`src/rtl/seven_seg_pkg.sv`:
```
// Shared constants for the multiplexed 7-segment driver: segment bit positions,
// active-low glyphs for 0-F, digit-count legality check and the glyph lookup.
package seven_seg_pkg;

  // Segment bit positions inside the 7-bit cathode bus (bit 6..0 = g..a).
  localparam int unsigned SEG_A_BIT = 0;
  localparam int unsigned SEG_B_BIT = 1;
  localparam int unsigned SEG_C_BIT = 2;
  localparam int unsigned SEG_D_BIT = 3;
  localparam int unsigned SEG_E_BIT = 4;
  localparam int unsigned SEG_F_BIT = 5;
  localparam int unsigned SEG_G_BIT = 6;
  localparam int unsigned SEG_W     = SEG_G_BIT + 1;

  // Active-low glyphs, gfedcba.
  localparam logic [SEG_W-1:0] SEG_0     = 7'b1000000;
  localparam logic [SEG_W-1:0] SEG_1     = 7'b1111001;
  localparam logic [SEG_W-1:0] SEG_2     = 7'b0100100;
  localparam logic [SEG_W-1:0] SEG_3     = 7'b0110000;
  localparam logic [SEG_W-1:0] SEG_4     = 7'b0011001;
  localparam logic [SEG_W-1:0] SEG_5     = 7'b0010010;
  localparam logic [SEG_W-1:0] SEG_6     = 7'b0000010;
  localparam logic [SEG_W-1:0] SEG_7     = 7'b1111000;
  localparam logic [SEG_W-1:0] SEG_8     = 7'b0000000;
  localparam logic [SEG_W-1:0] SEG_9     = 7'b0010000;
  localparam logic [SEG_W-1:0] SEG_HEX_A = 7'b0001000;
  localparam logic [SEG_W-1:0] SEG_HEX_B = 7'b0000011;
  localparam logic [SEG_W-1:0] SEG_HEX_C = 7'b1000110;
  localparam logic [SEG_W-1:0] SEG_HEX_D = 7'b0100001;
  localparam logic [SEG_W-1:0] SEG_HEX_E = 7'b0000110;
  localparam logic [SEG_W-1:0] SEG_HEX_F = 7'b0001110;
  localparam logic [SEG_W-1:0] SEG_BLANK = 7'b1111111;

  localparam int unsigned MIN_DIGITS = 2;
  localparam int unsigned MAX_DIGITS = 8;

  // Legal digit counts for the scanner.
  function automatic bit num_digits_ok(input int unsigned n);
    return (n >= MIN_DIGITS) && (n <= MAX_DIGITS);
  endfunction

  // Nibble to glyph; 10-15 show letters only when hex_en is set.
  function automatic logic [SEG_W-1:0] glyph_of(input logic [3:0] v, input bit hex_en);
    logic [SEG_W-1:0] g;
    g = SEG_BLANK;
    case (v)
      4'h0: g = SEG_0;
      4'h1: g = SEG_1;
      4'h2: g = SEG_2;
      4'h3: g = SEG_3;
      4'h4: g = SEG_4;
      4'h5: g = SEG_5;
      4'h6: g = SEG_6;
      4'h7: g = SEG_7;
      4'h8: g = SEG_8;
      4'h9: g = SEG_9;
      4'hA: g = hex_en ? SEG_HEX_A : SEG_BLANK;
      4'hB: g = hex_en ? SEG_HEX_B : SEG_BLANK;
      4'hC: g = hex_en ? SEG_HEX_C : SEG_BLANK;
      4'hD: g = hex_en ? SEG_HEX_D : SEG_BLANK;
      4'hE: g = hex_en ? SEG_HEX_E : SEG_BLANK;
      4'hF: g = hex_en ? SEG_HEX_F : SEG_BLANK;
      default: g = SEG_BLANK;
    endcase
    return g;
  endfunction

endpackage

```
`src/rtl/seg_glyph_decoder.sv`:
```
// Combinational nibble-to-glyph decoder. Define SEVSEG_HEX_EN to render 10-15
// as A b C d E F; otherwise those values render blank.
module seg_glyph_decoder
  import seven_seg_pkg::*;
(
  input  logic [3:0]       value,
  output logic [SEG_W-1:0] glyph_c
);

`ifdef SEVSEG_HEX_EN
  localparam bit HEX_EN = 1'b1;
`else
  localparam bit HEX_EN = 1'b0;
`endif

  // Table lookup of the active-low glyph.
  always_comb begin
    glyph_c = glyph_of(value, HEX_EN);
  end

endmodule

```
`src/rtl/seven_seg_mux_n.sv`:
```
// N-digit multiplexed common-anode 7-segment driver with double-buffered
// loading, per-digit decimal points, leading-zero blanking, dead time and PWM.
// Build option: SEVSEG_HEX_EN (in seg_glyph_decoder) enables hex glyphs.
module seven_seg_mux_n
  import seven_seg_pkg::*;
#(
  parameter int unsigned NUM_DIGITS      = 4,
  parameter int unsigned DISPLAY_REFRESH = 27000,
  parameter int unsigned BLANK_CYCLES    = 270,
  parameter int unsigned BRIGHT_W        = 4
) (
  input  logic                          clk,
  input  logic                          rst_i,
  input  logic                          load_i,
  input  logic [4*NUM_DIGITS-1:0]       value_i,
  input  logic [NUM_DIGITS-1:0]         dp_i,
  input  logic                          lzb_i,
  input  logic [BRIGHT_W-1:0]           bright_i,
  output logic [NUM_DIGITS-1:0]         anodo_o,
  output logic [SEG_W-1:0]              catodo_o,
  output logic                          dp_o,
  output logic [$clog2(NUM_DIGITS)-1:0] digit_idx_o,
  output logic                          frame_o
);

  localparam int unsigned IDX_W   = $clog2(NUM_DIGITS);
  localparam int unsigned CNT_W   = $clog2(DISPLAY_REFRESH);
  localparam int unsigned VAL_W   = 4 * NUM_DIGITS;
  localparam int unsigned LIT_MAX = DISPLAY_REFRESH - 1 - BLANK_CYCLES;

  if (!num_digits_ok(NUM_DIGITS)) begin : g_bad_num_digits
    $error("seven_seg_mux_n: NUM_DIGITS must be in 2..8");
  end
  if (DISPLAY_REFRESH < BLANK_CYCLES + 2) begin : g_bad_refresh
    $error("seven_seg_mux_n: DISPLAY_REFRESH must be >= BLANK_CYCLES+2");
  end

  logic [CNT_W-1:0]      cnt_q;
  logic [IDX_W-1:0]      idx_q;
  logic [BRIGHT_W-1:0]   phase_q;
  logic                  wrap_q;
  logic [VAL_W-1:0]      pend_val_q;
  logic [NUM_DIGITS-1:0] pend_dp_q;
  logic                  pend_valid_q;
  logic [VAL_W-1:0]      act_val_q;
  logic [NUM_DIGITS-1:0] act_dp_q;

  logic                  slot_end_c;
  logic                  frame_end_c;
  logic                  lit_c;
  logic [NUM_DIGITS-1:0] anode_c;
  logic [NUM_DIGITS-1:0] blank_c;
  logic                  hi_zero_c;
  logic [3:0]            cur_val_c;
  logic                  cur_dp_c;
  logic                  cur_blank_c;
  logic [SEG_W-1:0]      glyph_c;

  // Slot/frame boundaries, lit window and the one-cold anode pattern.
  always_comb begin
    slot_end_c  = (cnt_q == '0);
    frame_end_c = slot_end_c && (idx_q == IDX_W'(NUM_DIGITS - 1));
    lit_c       = (cnt_q <= CNT_W'(LIT_MAX)) &&
                  ((bright_i == '1) || (phase_q < bright_i));
    anode_c     = ~(NUM_DIGITS'(1) << idx_q);
  end

  // Leading-zero mask: a digit blanks when it and every higher digit are zero.
  always_comb begin
    hi_zero_c = 1'b1;
    blank_c   = '0;
    for (int k = NUM_DIGITS - 1; k >= 0; k--) begin
      hi_zero_c  = hi_zero_c && (act_val_q[4*k +: 4] == 4'h0);
      blank_c[k] = lzb_i && hi_zero_c && (k != 0);
    end
  end

  // Select the active-buffer nibble, dp and blank flag for the current slot.
  always_comb begin
    cur_val_c   = 4'h0;
    cur_dp_c    = 1'b0;
    cur_blank_c = 1'b0;
    for (int k = 0; k < NUM_DIGITS; k++) begin
      if (idx_q == IDX_W'(k)) begin
        cur_val_c   = act_val_q[4*k +: 4];
        cur_dp_c    = act_dp_q[k];
        cur_blank_c = blank_c[k];
      end
    end
  end

  seg_glyph_decoder u_dec (
    .value   (cur_val_c),
    .glyph_c (glyph_c)
  );

  // Slot down-counter, digit index (modulo NUM_DIGITS) and free-running PWM phase.
  always_ff @(posedge clk) begin
    if (rst_i) begin
      cnt_q   <= CNT_W'(DISPLAY_REFRESH - 1);
      idx_q   <= '0;
      phase_q <= '0;
      wrap_q  <= 1'b0;
    end else begin
      phase_q <= phase_q + BRIGHT_W'(1);
      wrap_q  <= frame_end_c;
      if (slot_end_c) begin
        cnt_q <= CNT_W'(DISPLAY_REFRESH - 1);
        idx_q <= frame_end_c ? '0 : idx_q + IDX_W'(1);
      end else begin
        cnt_q <= cnt_q - CNT_W'(1);
      end
    end
  end

  // Double buffer: loads park in pending; commit at the frame boundary, where a
  // same-cycle load bypasses pending.
  always_ff @(posedge clk) begin
    if (rst_i) begin
      pend_val_q   <= '0;
      pend_dp_q    <= '0;
      pend_valid_q <= 1'b0;
      act_val_q    <= '0;
      act_dp_q     <= '0;
    end else if (frame_end_c) begin
      if (load_i) begin
        act_val_q <= value_i;
        act_dp_q  <= dp_i;
      end else if (pend_valid_q) begin
        act_val_q <= pend_val_q;
        act_dp_q  <= pend_dp_q;
      end
      pend_valid_q <= 1'b0;
    end else if (load_i) begin
      pend_val_q   <= value_i;
      pend_dp_q    <= dp_i;
      pend_valid_q <= 1'b1;
    end
  end

  // Registered pin drive; everything is dark outside the lit window.
  always_ff @(posedge clk) begin
    if (rst_i) begin
      anodo_o     <= '1;
      catodo_o    <= SEG_BLANK;
      dp_o        <= 1'b1;
      digit_idx_o <= '0;
      frame_o     <= 1'b0;
    end else begin
      anodo_o     <= lit_c ? anode_c : '1;
      catodo_o    <= (lit_c && !cur_blank_c) ? glyph_c : SEG_BLANK;
      dp_o        <= lit_c ? ~cur_dp_c : 1'b1;
      digit_idx_o <= idx_q;
      frame_o     <= wrap_q;
    end
  end

endmodule

```
`config.mk`:
```
export PLATFORM = sky130hd
export DESIGN_NAME = seven_seg_mux_n
export DESIGN_NICKNAME = d
export VERILOG_FILES = /design/src/rtl/seven_seg_pkg.sv /design/src/rtl/seg_glyph_decoder.sv /design/src/rtl/seven_seg_mux_n.sv
export SDC_FILE = /design/constraint.sdc
export NUM_CORES = 1
export LEC_CHECK = 0
export ABC_AREA = 1
export CORE_ASPECT_RATIO = 1.4
export CORE_MARGIN = 5
export CORE_UTILIZATION = 50
export CTS_CLUSTER_SIZE = 8
export DETAILED_ROUTE_END_ITERATION = 16
export PLACE_DENSITY = 0.72
export SYNTH_ARGS = -nofsm -noshare
export SYNTH_HDL_FRONTEND = slang
export SYNTH_HIERARCHICAL = 1
export SYNTH_SLANG_ARGS = --single-unit
```
`constraint.sdc`:
```
create_clock -name clk -period 3.3 [get_ports clk]
set_input_delay 0.66 -clock clk [delete_from_list [all_inputs] [get_ports clk]]
set_output_delay 0.66 -clock clk [all_outputs]
set_load 0.1 [all_outputs]
```
==> results.md <==
Routing:
- Dividing the detail-routed wire length by the instance count gives 12.3 um.
- The post-route antenna net violation count is 0.
- The number of violations reported at the end of detailed-routing iteration 0 is 191.
- The routed via count divided by cell count is 5.12.
- Across all layers, the routed design uses 3335 vias.
- The post-detailed-routing wire length is 8030 um.
- The first detailed-routing pass ran for 6 iterations.
- The post-route DRC violation count is 0.

Power:
- Of the total power, combinational logic draws 0.082.
- Of the total power, the share spent switching nets is 0.235.
- In this run the power spent charging and discharging nets is 404 uW.
- Of the total power, registers draw 0.565.
- The share of total power dissipated in the clock network is 0.353.
- In this run the power density over the cells is 391 mW/mm^2.
- The leakage power is 1.91 nW.
- The maximum resistive drop on vdd is 0.238 mV.
- The design internal power is 1.32 mW.

Floorplan:
- The horizontal die dimension is 83.7 um.
- The die covers 0.00947 mm^2.
- The die outline height is 113 um.
- The number of placed I/O pins is 43.
- The count of standard-cell rows is 37.
- The core region is 0.00741 mm^2.
- The starting density of the core is 0.513.

Global route:
- Entering global routing, the biggest net connects 46 pins.
- The via count of the first global-routing pass came to 3223.
- The total track usage is 0.181.
- The initial antenna violation count is 0.
- For this run the aggregate overflow at the end of global routing stands at 0.
- The global-route wire length before repair is 14100 um.

Logic synthesis:
- The multiplexer fraction of the synthesized cell area is 0.0592.
- The proportion of synthesized flip-flops having asynchronous set or reset is 0.
- The main combinational cell family by area after synthesis is simple AND/OR/NAND/NOR gates.
- By count the netlist is led by nand2_1 (125), dfxtp_1 (78), inv_1 (55), a21oi_1 (50), nand3_1 (50).
- By area the synthesized netlist is led by dfxtp_1 (41%), nand2_1 (12%), a21oi_1 (6.6%), nand3_1 (6.6%), mux2_2 (5.9%).
- The number of distinct library cells after synthesis is 28.
- Of the post-synthesis cell area, the dominant cell type holds 0.411.
- The biggest area contributor in the post-synthesis netlist is dfxtp_1.
- Of the total synthesized cell area, the portion taken by full adders, half adders and majority gates is 0.0526.
- The share of the Yosys chip area taken by registers is 0.411.
- The mean area per synthesized cell is 7.41 um^2.
- The xor/xnor cell area share of the yosys netlist is 0.00921.
- The cell with the most instances after synthesis is nand2_1.
- The cell area after synthesis is 0.00380 mm^2.
- After synthesis the netlist holds a flip-flop and latch count of 78.
- Of the total synthesized cell area, the portion taken by AND, OR, NAND and NOR gates is 0.285.
- After technology mapping, the gate count stands at 513.
- The count of flip-flops with a built-in enable after synthesis is 0.
- The share of the synthesized area in compound gates (AO/OA/AOI/OAI) is 0.0990.
- The number of nets handed over by synthesis was 557.
- For this run, the leading register cell type out of synthesis is dfxtp_1.
- The number of warnings reported in the yosys synthesis log is 6.

Clocking:
- The post-CTS setup buffer count is 0.
- The number of buffers on the longest clock path is 2.
- The number of gates resized after CTS was 0.
- The number of hold buffers added after CTS was 0.
- The clock-pin slew reported for the worst setup and hold paths after clock tree synthesis is 0.07 ns.
- The clock latency reported for the late side of the worst-skew pair is 0.35 ns.
- The number of sinks on the clock net is 78.
- Counting the buffers created by CTS gives 9.
- The CTS tree is yes.
- The cell chosen for the clock root is clkbuf_8.
- The H-tree level count is 3.

Timing:
- The number of hold violations in the final report is 0.
- The normalized max-slew margin is 0.545.
- Setup repair after global routing left no endpoint under its margin.
- The final critical path time including I/O delays and setup is 2.46 ns.
- The worst-case setup margin in the final layout is 0.837 ns.
- The share of the cycle needed by the critical path after routing is 0.746.
- Setup violations remaining at the end of the flow were counted as 0.
- At the pin with the least slew margin, the transition time is 0.681 ns.
- The achievable frequency is 406 MHz.
- The number of slew-limit violations in the final report is 0.
- Setup total negative slack on the finished layout was measured at 0 ns.
- Hold is met by 0.420 ns.
- The largest clock skew in the final design is 0.00655 ns.

Critical path:
- The worst setup path is captured at a flip-flop.
- STA puts the critical path data required time at 3.52 ns.
- The arrival time at the worst endpoint is 2.69 ns.
- The kind of critical path is flip-flop to flip-flop.
- The maximum fanout along the worst path is 7.
- The startpoint kind of the worst setup timing path is a flip-flop.

Placed design:
- The count of buffers from port buffering is 42.
- The placer congestion estimate is 0.838.
- At the placement stage, the worst setup path has a slack of 0.717 ns.
- After legalization and detailed placement, the total HPWL measured 5850 um.

Outcome:
- The flow ran to the end, and the final reports show no timing, DRC or antenna violations.

Layout:
- The area growth from synthesis to final layout is 15.7%.
- The number of nets in the finished design is 595.
- At the end of the flow the core is filled with cells to 0.594.
- In the final layout, the share of cells above drive strength 1 is 0.119.
- Registers take 0.00156 mm^2.
- The repair_antennas step left the layout with diodes totalling 0.
- The number of fillers in the final layout is 702.
- The area taken by multi-input logic gates is 0.00192 mm^2.

Min path:
- In this run the worst hold path is classified as flip-flop to flip-flop.

Flow run:
- The tool flagged a number of max-cap violations equal to 0.
## cell type report
cell class / instances / area share
well taps: 97 / 0.0276
flip-flops and latches: 78 / 0.355
multi-input cells: 356 / 0.436
inverters: 59 / 0.0503
repair buffers: 47 / 0.0955
clock inverters: 2 / 0.00227
clock buffers: 12 / 0.0330
## state kept, by name (all words and copies together), names as in the netlist
name and count:
act_val_q 16, pend_val_q 16, cnt_q 15, catodo_o 7
act_dp_q 4, anodo_o 4, pend_dp_q 4, phase_q 4
digit_idx_o 2, idx_q 2, dp_o 1, frame_o 1
pend_valid_q 1, wrap_q 1
## critical path, cell delays in order, from the launching register on
cell and delay [ns]:
dfxtp_1 0.39, inv_1 0.12, ha_1 0.31, inv_1 0.17, o211ai_1 0.12, a22oi_1 0.40
inv_1 0.16, ha_1 0.31, nand2_1 0.07, nand3_1 0.12, nand2_1 0.05, inv_1 0.05
nand4_1 0.08
## metrics by stage
step / total power [mW] / cell area (um^2) / cells
3_5_place_dp: 1.14 / 4250 / 637
3_3_place_gp: 1.13 / 4250 / 637
6_report: 1.72 / 4400 / 651
5_1_grt: 1.80 / 4400 / 651
4_1_cts: 1.73 / 4400 / 651
2_1_floorplan: 1.08 / 3800 / 513
## per-layer routing
| metal | part of all wire | vias to the layer above | global-route usage | routed length [um] |
|---|---|---|---|---|
| li1 | - | 1746 | - | - |
| met3 | 0.043 | 16 | 0.0430 | 346 |
| met4 | 0.024 | 0 | 0.0837 | 192 |
| met5 | 0 | - | 0 | 0 |
| met1 | 0.46 | 1508 | 0.214 | 3680 |
| met2 | 0.47 | 65 | 0.310 | 3800 |
## power by group through the flow
stage | registers (mW) | clock network (mW) | logic, mW
floorplan | 0.992 | 0 | 0.0875
global placement | 0.995 | 0 | 0.137
detailed placement | 0.995 | 0 | 0.140
CTS | 0.973 | 0.619 | 0.142
global route | 0.975 | 0.664 | 0.157
finish | 0.973 | 0.607 | 0.141
## cell usage in the layout, fill, tap and decap left out
| cell | count |
|---|---|
| clkbuf_8 | 10 |
| inv_2 | 4 |
| mux2_2 | 20 |
| nand3_1 | 50 |
| nand4_1 | 13 |
| o21ai_0 | 13 |
| xor2_1 | 3 |
| nand3_4 | 1 |
| clkdlybuf4s50_1 | 27 |
| o21ai_2 | 1 |
| ha_1 | 16 |
| or2_2 | 1 |
| nor2_1 | 43 |
| nor2_2 | 2 |
| xnor2_1 | 1 |
| nor3_1 | 5 |
| nor2_8 | 1 |
| a21oi_1 | 50 |
| nand2_1 | 125 |
| clkinv_2 | 2 |
| o211ai_1 | 3 |
| inv_1 | 55 |
| buf_4 | 20 |
| nand2_2 | 1 |
| dfxtp_1 | 78 |
| clkbuf_1 | 2 |
| a22oi_1 | 4 |
| nor2_4 | 3 |
## kinds of logic (layout without fill, tap and decap cells)
| kind of cell | Yosys count | count (layout) |
|---|---|---|
| xor+xnor | 4 | 4 |
| flops | 78 | 78 |
| mux | 20 | 20 |
| buf+inv | 79 | 120 |
| simple gates | 245 | 245 |
| compound gates | 71 | 71 |
| fa+ha+maj | 16 | 16 |
## final timing paths
| kind | start | endpoint | slack, ns | cells after the start |
|---|---|---|---|---|
| setup / recovery | idx_q[0] | catodo_o[3] | 0.84 | 12 |
| hold reg to reg | wrap_q | frame_o | 0.42 | 2 |
| setup reg to reg | idx_q[0] | catodo_o[3] | 0.84 | 12 |
| hold / removal | wrap_q | frame_o | 0.42 | 2 |
Power figures use the tool's default switching activity.
